**src/rtl/sum_bcd_pkg.sv**
```systemverilog
// -----------------------------------------------------------------------------
// sum_bcd_pkg
// Shared types, segment codes and helpers for the BCD display stage.
//   state_t    : conversion FSM states (IDLE, SHIFT, DONE)
//   SEG_*      : active-low 7-segment codes, bit0 = a .. bit6 = g
//   add3()     : double-dabble nibble correction (+3 when nibble >= 5)
//   pow10()    : elaboration-time power of ten used for the range check
// -----------------------------------------------------------------------------
package sum_bcd_pkg;

   typedef enum logic [1:0] {
      IDLE  = 2'd0,
      SHIFT = 2'd1,
      DONE  = 2'd2
   } state_t;

   localparam logic [6:0] SEG_BLANK = 7'h7F;
   localparam logic [6:0] SEG_0     = 7'h40;
   localparam logic [6:0] SEG_1     = 7'h79;
   localparam logic [6:0] SEG_2     = 7'h24;
   localparam logic [6:0] SEG_3     = 7'h30;
   localparam logic [6:0] SEG_4     = 7'h19;
   localparam logic [6:0] SEG_5     = 7'h12;
   localparam logic [6:0] SEG_6     = 7'h02;
   localparam logic [6:0] SEG_7     = 7'h78;
   localparam logic [6:0] SEG_8     = 7'h00;
   localparam logic [6:0] SEG_9     = 7'h10;

   // A nibble that would overflow past 9 after the next shift is pre-corrected.
   function automatic logic [3:0] add3(input logic [3:0] nib);
      logic [3:0] res;
      if (nib >= 4'd5) begin
         res = nib + 4'd3;
      end else begin
         res = nib;
      end
      return res;
   endfunction

   function automatic longint unsigned pow10(input int n);
      longint unsigned acc;
      acc = 64'd1;
      for (int i = 0; i < n; i++) begin
         acc = acc * 64'd10;
      end
      return acc;
   endfunction

endpackage

```
**src/rtl/sum_bcd_display_seg7_decoder.sv**
```systemverilog
// -----------------------------------------------------------------------------
// seg7_decoder
// Combinational BCD digit to active-low 7-segment encoder.
//   digit : 4-bit BCD digit (10..15 decode to blank)
//   blank : force all segments off
//   seg   : active-low segments, bit0 = a .. bit6 = g
// -----------------------------------------------------------------------------
module seg7_decoder
   import sum_bcd_pkg::*;
(
   input  logic [3:0] digit,
   input  logic       blank,
   output logic [6:0] seg
);

   // Digit lookup; blanking and out-of-range codes both give all segments off.
   always_comb begin
      seg = SEG_BLANK;
      if (blank) begin
         seg = SEG_BLANK;
      end else begin
         case (digit)
            4'd0:    seg = SEG_0;
            4'd1:    seg = SEG_1;
            4'd2:    seg = SEG_2;
            4'd3:    seg = SEG_3;
            4'd4:    seg = SEG_4;
            4'd5:    seg = SEG_5;
            4'd6:    seg = SEG_6;
            4'd7:    seg = SEG_7;
            4'd8:    seg = SEG_8;
            4'd9:    seg = SEG_9;
            default: seg = SEG_BLANK;
         endcase
      end
   end

endmodule

```
**src/rtl/sum_bcd_display.sv**
```systemverilog
// -----------------------------------------------------------------------------
// sum_bcd_display
// Converts the accumulator's binary running sum to decimal with an iterative
// double-dabble engine (one bit per cycle) and drives four active-low
// 7-segment displays. A new conversion starts whenever value differs from the
// last converted value; displays hold their old digits until it completes.
//   CLOCK      : system clock, rising edge
//   RESETn     : asynchronous active-low reset
//   value      : binary sum, may change any cycle
//   HEX0..HEX3 : ones..thousands digit, active-low segments
//   busy       : conversion in progress
//   valid      : HEX outputs represent the last converted value
// -----------------------------------------------------------------------------
module sum_bcd_display
   import sum_bcd_pkg::*;
#(
   parameter int unsigned WIDTH    = 10,
   parameter int unsigned DIGITS   = 4,
   parameter bit          BLANK_LZ = 1'b1
) (
   input  logic             CLOCK,
   input  logic             RESETn,
   input  logic [WIDTH-1:0] value,
   output logic [6:0]       HEX0,
   output logic [6:0]       HEX1,
   output logic [6:0]       HEX2,
   output logic [6:0]       HEX3,
   output logic             busy,
   output logic             valid
);

   localparam int unsigned SR_W  = 4 * DIGITS + WIDTH;
   localparam int unsigned CNT_W = $clog2(WIDTH + 1);
   localparam longint unsigned MAX_BIN = (64'd1 << WIDTH) - 64'd1;

   // The largest binary input must fit in the available decimal digits.
   if (MAX_BIN >= pow10(DIGITS)) begin : g_range_err
      $error("sum_bcd_display: 2**WIDTH-1 does not fit in DIGITS decimal digits");
   end

   state_t              state_r;
   state_t              state_nxt_s;
   logic [WIDTH-1:0]    last_value_r;
   logic [SR_W-1:0]     sr_r;          // {bcd, bin}
   logic [SR_W-1:0]     sr_adj_s;
   logic [CNT_W-1:0]    cnt_r;
   logic                busy_r;
   logic                valid_r;
   logic [6:0]          hex_r     [DIGITS];
   logic [6:0]          seg_s     [DIGITS];
   logic [3:0]          digit_s   [DIGITS];
   logic [DIGITS-1:0]   blank_s;
   logic                hz_s;
   logic                load_s;
   logic                shift_s;
   logic                done_s;
   logic [6:0]          hex_out_s [4];

   // State register.
   always_ff @(posedge CLOCK or negedge RESETn) begin
      if (!RESETn) begin
         state_r <= IDLE;
      end else begin
         state_r <= state_nxt_s;
      end
   end

   // Next-state logic.
   always_comb begin
      state_nxt_s = state_r;
      case (state_r)
         IDLE: begin
            if (value != last_value_r) begin
               state_nxt_s = SHIFT;
            end else begin
               state_nxt_s = IDLE;
            end
         end
         SHIFT: begin
            if (cnt_r == CNT_W'(1)) begin
               state_nxt_s = DONE;
            end else begin
               state_nxt_s = SHIFT;
            end
         end
         DONE:    state_nxt_s = IDLE;
         default: state_nxt_s = IDLE;
      endcase
   end

   // Datapath strobes decoded from the current state.
   always_comb begin
      load_s  = 1'b0;
      shift_s = 1'b0;
      done_s  = 1'b0;
      case (state_r)
         IDLE:    load_s  = (value != last_value_r);
         SHIFT:   shift_s = 1'b1;
         DONE:    done_s  = 1'b1;
         default: load_s  = 1'b0;
      endcase
   end

   // Parallel +3 correction of every BCD nibble ahead of the shift.
   always_comb begin
      sr_adj_s = sr_r;
      for (int d = 0; d < int'(DIGITS); d++) begin
         sr_adj_s[WIDTH + 4*d +: 4] = add3(sr_r[WIDTH + 4*d +: 4]);
      end
   end

   // Leading-zero blanking: a digit blanks when it and every higher digit are
   // zero. The ones digit is never blanked.
   always_comb begin
      blank_s = '0;
      hz_s    = 1'b1;
      for (int d = int'(DIGITS) - 1; d >= 1; d--) begin
         if (sr_r[WIDTH + 4*d +: 4] != 4'd0) begin
            hz_s = 1'b0;
         end else begin
            hz_s = hz_s;
         end
         blank_s[d] = BLANK_LZ & hz_s;
      end
   end

   for (genvar g = 0; g < int'(DIGITS); g++) begin : g_dec
      assign digit_s[g] = sr_r[WIDTH + 4*g +: 4];
      seg7_decoder u_dec (
         .digit (digit_s[g]),
         .blank (blank_s[g]),
         .seg   (seg_s[g])
      );
   end

   // Conversion datapath and registered display outputs.
   always_ff @(posedge CLOCK or negedge RESETn) begin
      if (!RESETn) begin
         last_value_r <= '0;
         sr_r         <= '0;
         cnt_r        <= '0;
         busy_r       <= 1'b0;
         valid_r      <= 1'b1;
         for (int d = 0; d < int'(DIGITS); d++) begin
            hex_r[d] <= ((d == 0) || !BLANK_LZ) ? SEG_0 : SEG_BLANK;
         end
      end else begin
         if (load_s) begin
            sr_r         <= {{(4*DIGITS){1'b0}}, value};
            last_value_r <= value;
            cnt_r        <= CNT_W'(WIDTH);
            busy_r       <= 1'b1;
            valid_r      <= 1'b0;
         end else if (shift_s) begin
            sr_r  <= {sr_adj_s[SR_W-2:0], 1'b0};
            cnt_r <= cnt_r - CNT_W'(1);
         end else if (done_s) begin
            for (int d = 0; d < int'(DIGITS); d++) begin
               hex_r[d] <= seg_s[d];
            end
            busy_r  <= 1'b0;
            valid_r <= 1'b1;
         end else begin
            busy_r <= busy_r;
         end
      end
   end

   // Map the digit registers onto the four physical displays.
   for (genvar k = 0; k < 4; k++) begin : g_out
      if (k < int'(DIGITS)) begin : g_used
         assign hex_out_s[k] = hex_r[k];
      end else begin : g_unused
         assign hex_out_s[k] = SEG_BLANK;
      end
   end

   assign HEX0  = hex_out_s[0];
   assign HEX1  = hex_out_s[1];
   assign HEX2  = hex_out_s[2];
   assign HEX3  = hex_out_s[3];
   assign busy  = busy_r;
   assign valid = valid_r;

endmodule
```
**config.mk**
```make
export PLATFORM = sky130hd
export DESIGN_NAME = sum_bcd_display
export DESIGN_NICKNAME = d
export VERILOG_FILES = /design/src/rtl/sum_bcd_pkg.sv /design/src/rtl/sum_bcd_display_seg7_decoder.sv /design/src/rtl/sum_bcd_display.sv
export SDC_FILE = /design/constraint.sdc
export NUM_CORES = 1
export LEC_CHECK = 0
export CAP_MARGIN = 10
export CORE_MARGIN = 2
export CORE_UTILIZATION = 57
export CTS_CLUSTER_DIAMETER = 80
export DETAILED_ROUTE_END_ITERATION = 8
export GPL_TIMING_DRIVEN = 0
export MAX_ROUTING_LAYER = met4
export PLACE_DENSITY = 0.83
export SYNTH_ARGS = -nofsm -noshare
export SYNTH_HDL_FRONTEND = slang
export SYNTH_SLANG_ARGS = --single-unit
```
**constraint.sdc**
```tcl
create_clock -name CLOCK -period 1.8 [get_ports CLOCK]
set_input_delay 0.18 -clock CLOCK [delete_from_list [all_inputs] [get_ports CLOCK]]
set_output_delay 0.18 -clock CLOCK [all_outputs]
set_load 0.05 [all_outputs]
```
==> results <==
- The register area share after synthesis is 46.3%.
- After synthesis, the largest family of logic cells by area is compound AO/OA/AOI/OAI gates.
- The root cell of the clock tree is sky130_fd_sc_hd__clkbuf_8.
- The type of origin of the critical path is a flip-flop.
- In this run, synthesis produced a sequential element count of 72.
- Relative to the synthesized area, the layout overhead comes to 20.4%.
- The minimum setup slack after placement is -0.237 ns.
- For this block, the initial DRC count from the detailed router was 255.
- TritonCTS created 9 clock buffers.
- The run finished with clean final reports.
- The number of nets produced by synthesis is 444.
- The number of hold violations in the final report is 0.
- The final RePlAce weighted congestion is a little under 0.9.
- The core region area is about 6800 um2.
- The worst pin sits at a relative slew slack of 40.5%.
- For the worst setup path, the data required time is about 2 ns.
- The routed via count divided by cell count is 5.81.
- The width of the chip is 87.3 um.
- The net total in the final layout is roughly 500.
- Setup violations remaining at the end of the flow were counted as 0.
- IR analysis of the VDD net gives a maximum drop of 0.955 mV.
- The multiplexer share of the synthesized area is roughly 2.3%.
- The buffer depth of the longest clock path is 2.
- The worst hold path class is in -> reg.
- The power consumption is 10.2 mW.
- The number of distinct standard cells referenced by the synthesized netlist is 50.
- The average cell area after synthesis is 9.66 um2.
- For this run, the share of the core covered by cells in the final layout is a little over two thirds.
- The synthesized instance count is 409.
- After detailed routing, the number of remaining DRC violations is 0.
- Adding up every negative setup slack in the final design gives 0 ns.
- The cell type of the slowest stage on the worst timing path is sky130_fd_sc_hd__a311oi_4.
- After Yosys synthesis, full adders, half adders and majority gates account for 7.28% of the synthesized area.
- Among cell families on the critical path, the largest total delay comes from compound AO/OA/AOI/OAI gates.
- The warning count from the yosys run is 0.
- The final design area excluding fillers is 4760 um2.
- Dividing the detail-routed wire length by the instance count gives 16.2 um.
- In this run the worst path has a maximum fanout of 4.
- The worst setup slack after layout is about 0.032 ns.
- The global routing usage summed across all routing layers is 25.8%.
- Hold is met by 0.455 ns.
- The worst setup path is captured at a flip-flop.
- The detailed placement HPWL is 6090 um.
- Among all flip-flop cells after synthesis, the most frequent one is sky130_fd_sc_hd__dfrtp_1.
- In this design, the stage delay of the slowest critical-path cell is 0.40 ns.
- The insertion delay to the later sink of the worst-skew pair is 0.36 ns.
- The number of buffers and inverters on the critical path is 1.
- The actual transition at the worst max-transition pin is 0.892 ns.
- The cell area after synthesis is roughly 4000 um2.
- The post-route clock period utilization is 98.2%.
- The total of buffers placed on input and output ports is 41.
- Walking the worst path, the cells encountered are xor2_1, nor4_4, buf_4, a311oi_4, mux2_1.
- The leakage dissipation is 2.12 nW.
- The share of cells above drive strength 1 is 16.0%.
- The first global-routing pass estimated ~15000 um of wire.
- Entering global routing, the biggest net connects between 70 and 80 pins.
- Static timing analysis puts the maximum clock frequency at 566 MHz.
- Setup repair after global routing could not meet its margin everywhere.
- The clock drives 72 sinks.
- The die footprint is 7620 um2.
- The finished layout holds 549 standard cells, fillers aside.
- Of the total synthesized cell area, the portion taken by AND, OR, NAND and NOR gates is 13.0%.
- The number of flops mapped to enable cells by yosys is 0.
- In this run, placement finished with an instance count of 530.
- The class of the most critical setup path is reg -> reg.
- The H-tree generated during clock tree synthesis spans 3 levels.
- The pre-antenna-repair detailed-routing pass consisted of 5 iterations.
- Data on the critical path arrives at its endpoint at 2.01 ns.
- The floorplan step set the die height to 87.3 um.
- Summing the areas of all compound-gate instances in the mapped netlist gives 21.1% of the synthesized area.
- The max-cap check violation count is 0.
- Once detail routing completed, the nets flagged for antenna violations numbered 0.
- The number of core rows is 30.
- The initial antenna violation count is 0.
- The detailed-route via count is 3189.
- 42 I/O pins were placed.
- The max-slew violation count was 0.
- Of the total synthesized cell area, the portion taken by XOR and XNOR cells is 3.32%.
- The total overflow left after global routing is 0.
- The clock transition at the register clock pins on the worst setup and hold paths after CTS is approximately 0.080 ns.
- Once the floorplan was initialized, standard cells occupied 58.5% of the core.
- Summed over all layers, the routed wires come to 8880 um.
- The cell area power density is 2150 nW/um2.
- The shortest clock period the worst path allows after layout is 1.77 ns.
- The number of antenna diodes is 0.
- The share of synthesized flip-flops with an asynchronous set or reset is 100%.
- The via count of the first global-routing pass is 3149.
- TritonCTS built the clock tree.
- The setup clock skew after layout is 0.00725 ns.
- After detailed placement, the total cell area comes to ~4500 um2.
-- final timing paths --
kind	startpoint	endpoint	slack, ns	depth (start not counted)
worst min register to register	HEX3[6]	HEX3[6]	0.47	2
worst min-delay path	value[7]	last_value_r[7]	0.46	3
min in group asynchronous	RESETn	sr_r[17]	0.49	2
worst max-delay path	last_value_r[1]	last_value_r[0]	0.03	5
worst max register to register	last_value_r[1]	last_value_r[0]	0.03	5
max in group asynchronous	RESETn	sr_r[11]	0.69	2
-- synthesized netlist by cell type, types with 4 or more instances --
master                      n  area [um2]
sky130_fd_sc_hd__dfrtp_1   49        1230
sky130_fd_sc_hd__inv_1     41         154
sky130_fd_sc_hd__nand2_1   40         150
sky130_fd_sc_hd__nor2_1    26        97.6
sky130_fd_sc_hd__dfstp_2   23         604
sky130_fd_sc_hd__ha_1      23         288
sky130_fd_sc_hd__a21oi_1   20         100
sky130_fd_sc_hd__o22ai_1   20         125
sky130_fd_sc_hd__o21ai_0   19        95.1
sky130_fd_sc_hd__clkbuf_1  11        41.3
sky130_fd_sc_hd__xor2_1    10        87.6
sky130_fd_sc_hd__a22oi_1    9        67.6
sky130_fd_sc_hd__o22a_1     9        78.8
sky130_fd_sc_hd__mux2i_1    8        80.1
sky130_fd_sc_hd__o221ai_1   8        70.1
sky130_fd_sc_hd__buf_2      7        35.0
sky130_fd_sc_hd__o31ai_1    7        52.6
sky130_fd_sc_hd__a31oi_1    6        37.5
sky130_fd_sc_hd__nand2b_1   6        37.5
sky130_fd_sc_hd__nor3_1     6        30.0
sky130_fd_sc_hd__o21ai_1    5        25.0
sky130_fd_sc_hd__xnor2_1    5        43.8
sky130_fd_sc_hd__and3_1     4        25.0
sky130_fd_sc_hd__nand3_1    4        20.0
sky130_fd_sc_hd__o211ai_1   4        30.0
-- layout by cell type (no fill, tap or decap), types with 9 or more instances in the layout --
master / instances
sky130_fd_sc_hd__ha_1: 20
sky130_fd_sc_hd__dfrtp_1: 48
sky130_fd_sc_hd__o22ai_1: 20
sky130_fd_sc_hd__clkbuf_8: 10
sky130_fd_sc_hd__xor2_1: 10
sky130_fd_sc_hd__clkdlybuf4s50_1: 17
sky130_fd_sc_hd__o21ai_0: 19
sky130_fd_sc_hd__dfstp_2: 23
sky130_fd_sc_hd__clkbuf_1: 10
sky130_fd_sc_hd__a22oi_1: 9
sky130_fd_sc_hd__o22a_1: 9
sky130_fd_sc_hd__nand2_1: 39
sky130_fd_sc_hd__dlygate4sd2_1: 23
sky130_fd_sc_hd__inv_1: 39
sky130_fd_sc_hd__a21oi_1: 17
sky130_fd_sc_hd__nor2_1: 24
-- logic make-up (layout without fill, tap and decap cells) --
group	Yosys count	after routing
buf+inv	64	124
simple gates	103	103
compound gates	123	123
flops	72	72
mux	9	9
xor+xnor	15	15
fa+ha+maj	23	23
-- where the power goes --
part / switching (mW) / internal, mW
logic: 3.58 / 2.09
registers: 0.560 / 2.57
clock network: 0.632 / 0.810
total: 4.77 / 5.46
-- repair_timing --
| action | in CTS | in global routing |
|---|---|---|
| setup buffers | 0 | 2 |
| gates cloned | 0 | 0 |
| pin swaps | 0 | 1 |
| endpoints found under the hold margin | 49 | 0 |
| hold buffers | 1 | 0 |
| endpoints found under the setup margin | 40 | 42 |
| gates resized for setup | 24 | 25 |
-- layout make-up --
| cell class | count | area, um2 |
|---|---|---|
| fillers | 533 | 2000 |
| multi-input cells | 273 | 1920 |
| flip-flops and latches | 72 | 1830 |
| repair buffers | 44 | 404 |
| inverters | 42 | 158 |
| clock buffers | 10 | 138 |
| plain buffers | 22 | 119 |
| well taps | 80 | 100 |
| clock inverters | 6 | 82.6 |
-- worst register-to-register path: stages, from the launching register on --
cell and delay [ns]:
sky130_fd_sc_hd__dfrtp_1 0.39, sky130_fd_sc_hd__xor2_1 0.26, sky130_fd_sc_hd__nor4_4 0.08, sky130_fd_sc_hd__buf_4 0.16, sky130_fd_sc_hd__a311oi_4 0.40, sky130_fd_sc_hd__mux2_1 0.37
-- state kept, by name, indices dropped and copies added (netlist names), 2 cells and up --
register	flops
cnt_r	4
state_r	2
HEX2	7
last_value_r	10
HEX0	7
HEX3	7
HEX1	7
sr_r	26
-- metal layers --
layer	vias up	routed length, um	global-route usage (%)
li1	1563	-	-
met1	1532	3970	32.5
met2	80	4470	41.0
met3	14	280	3.89
met4	0	156	12.4
met5	-	0	-
No activity file was read; power rests on OpenSTA's default activity.
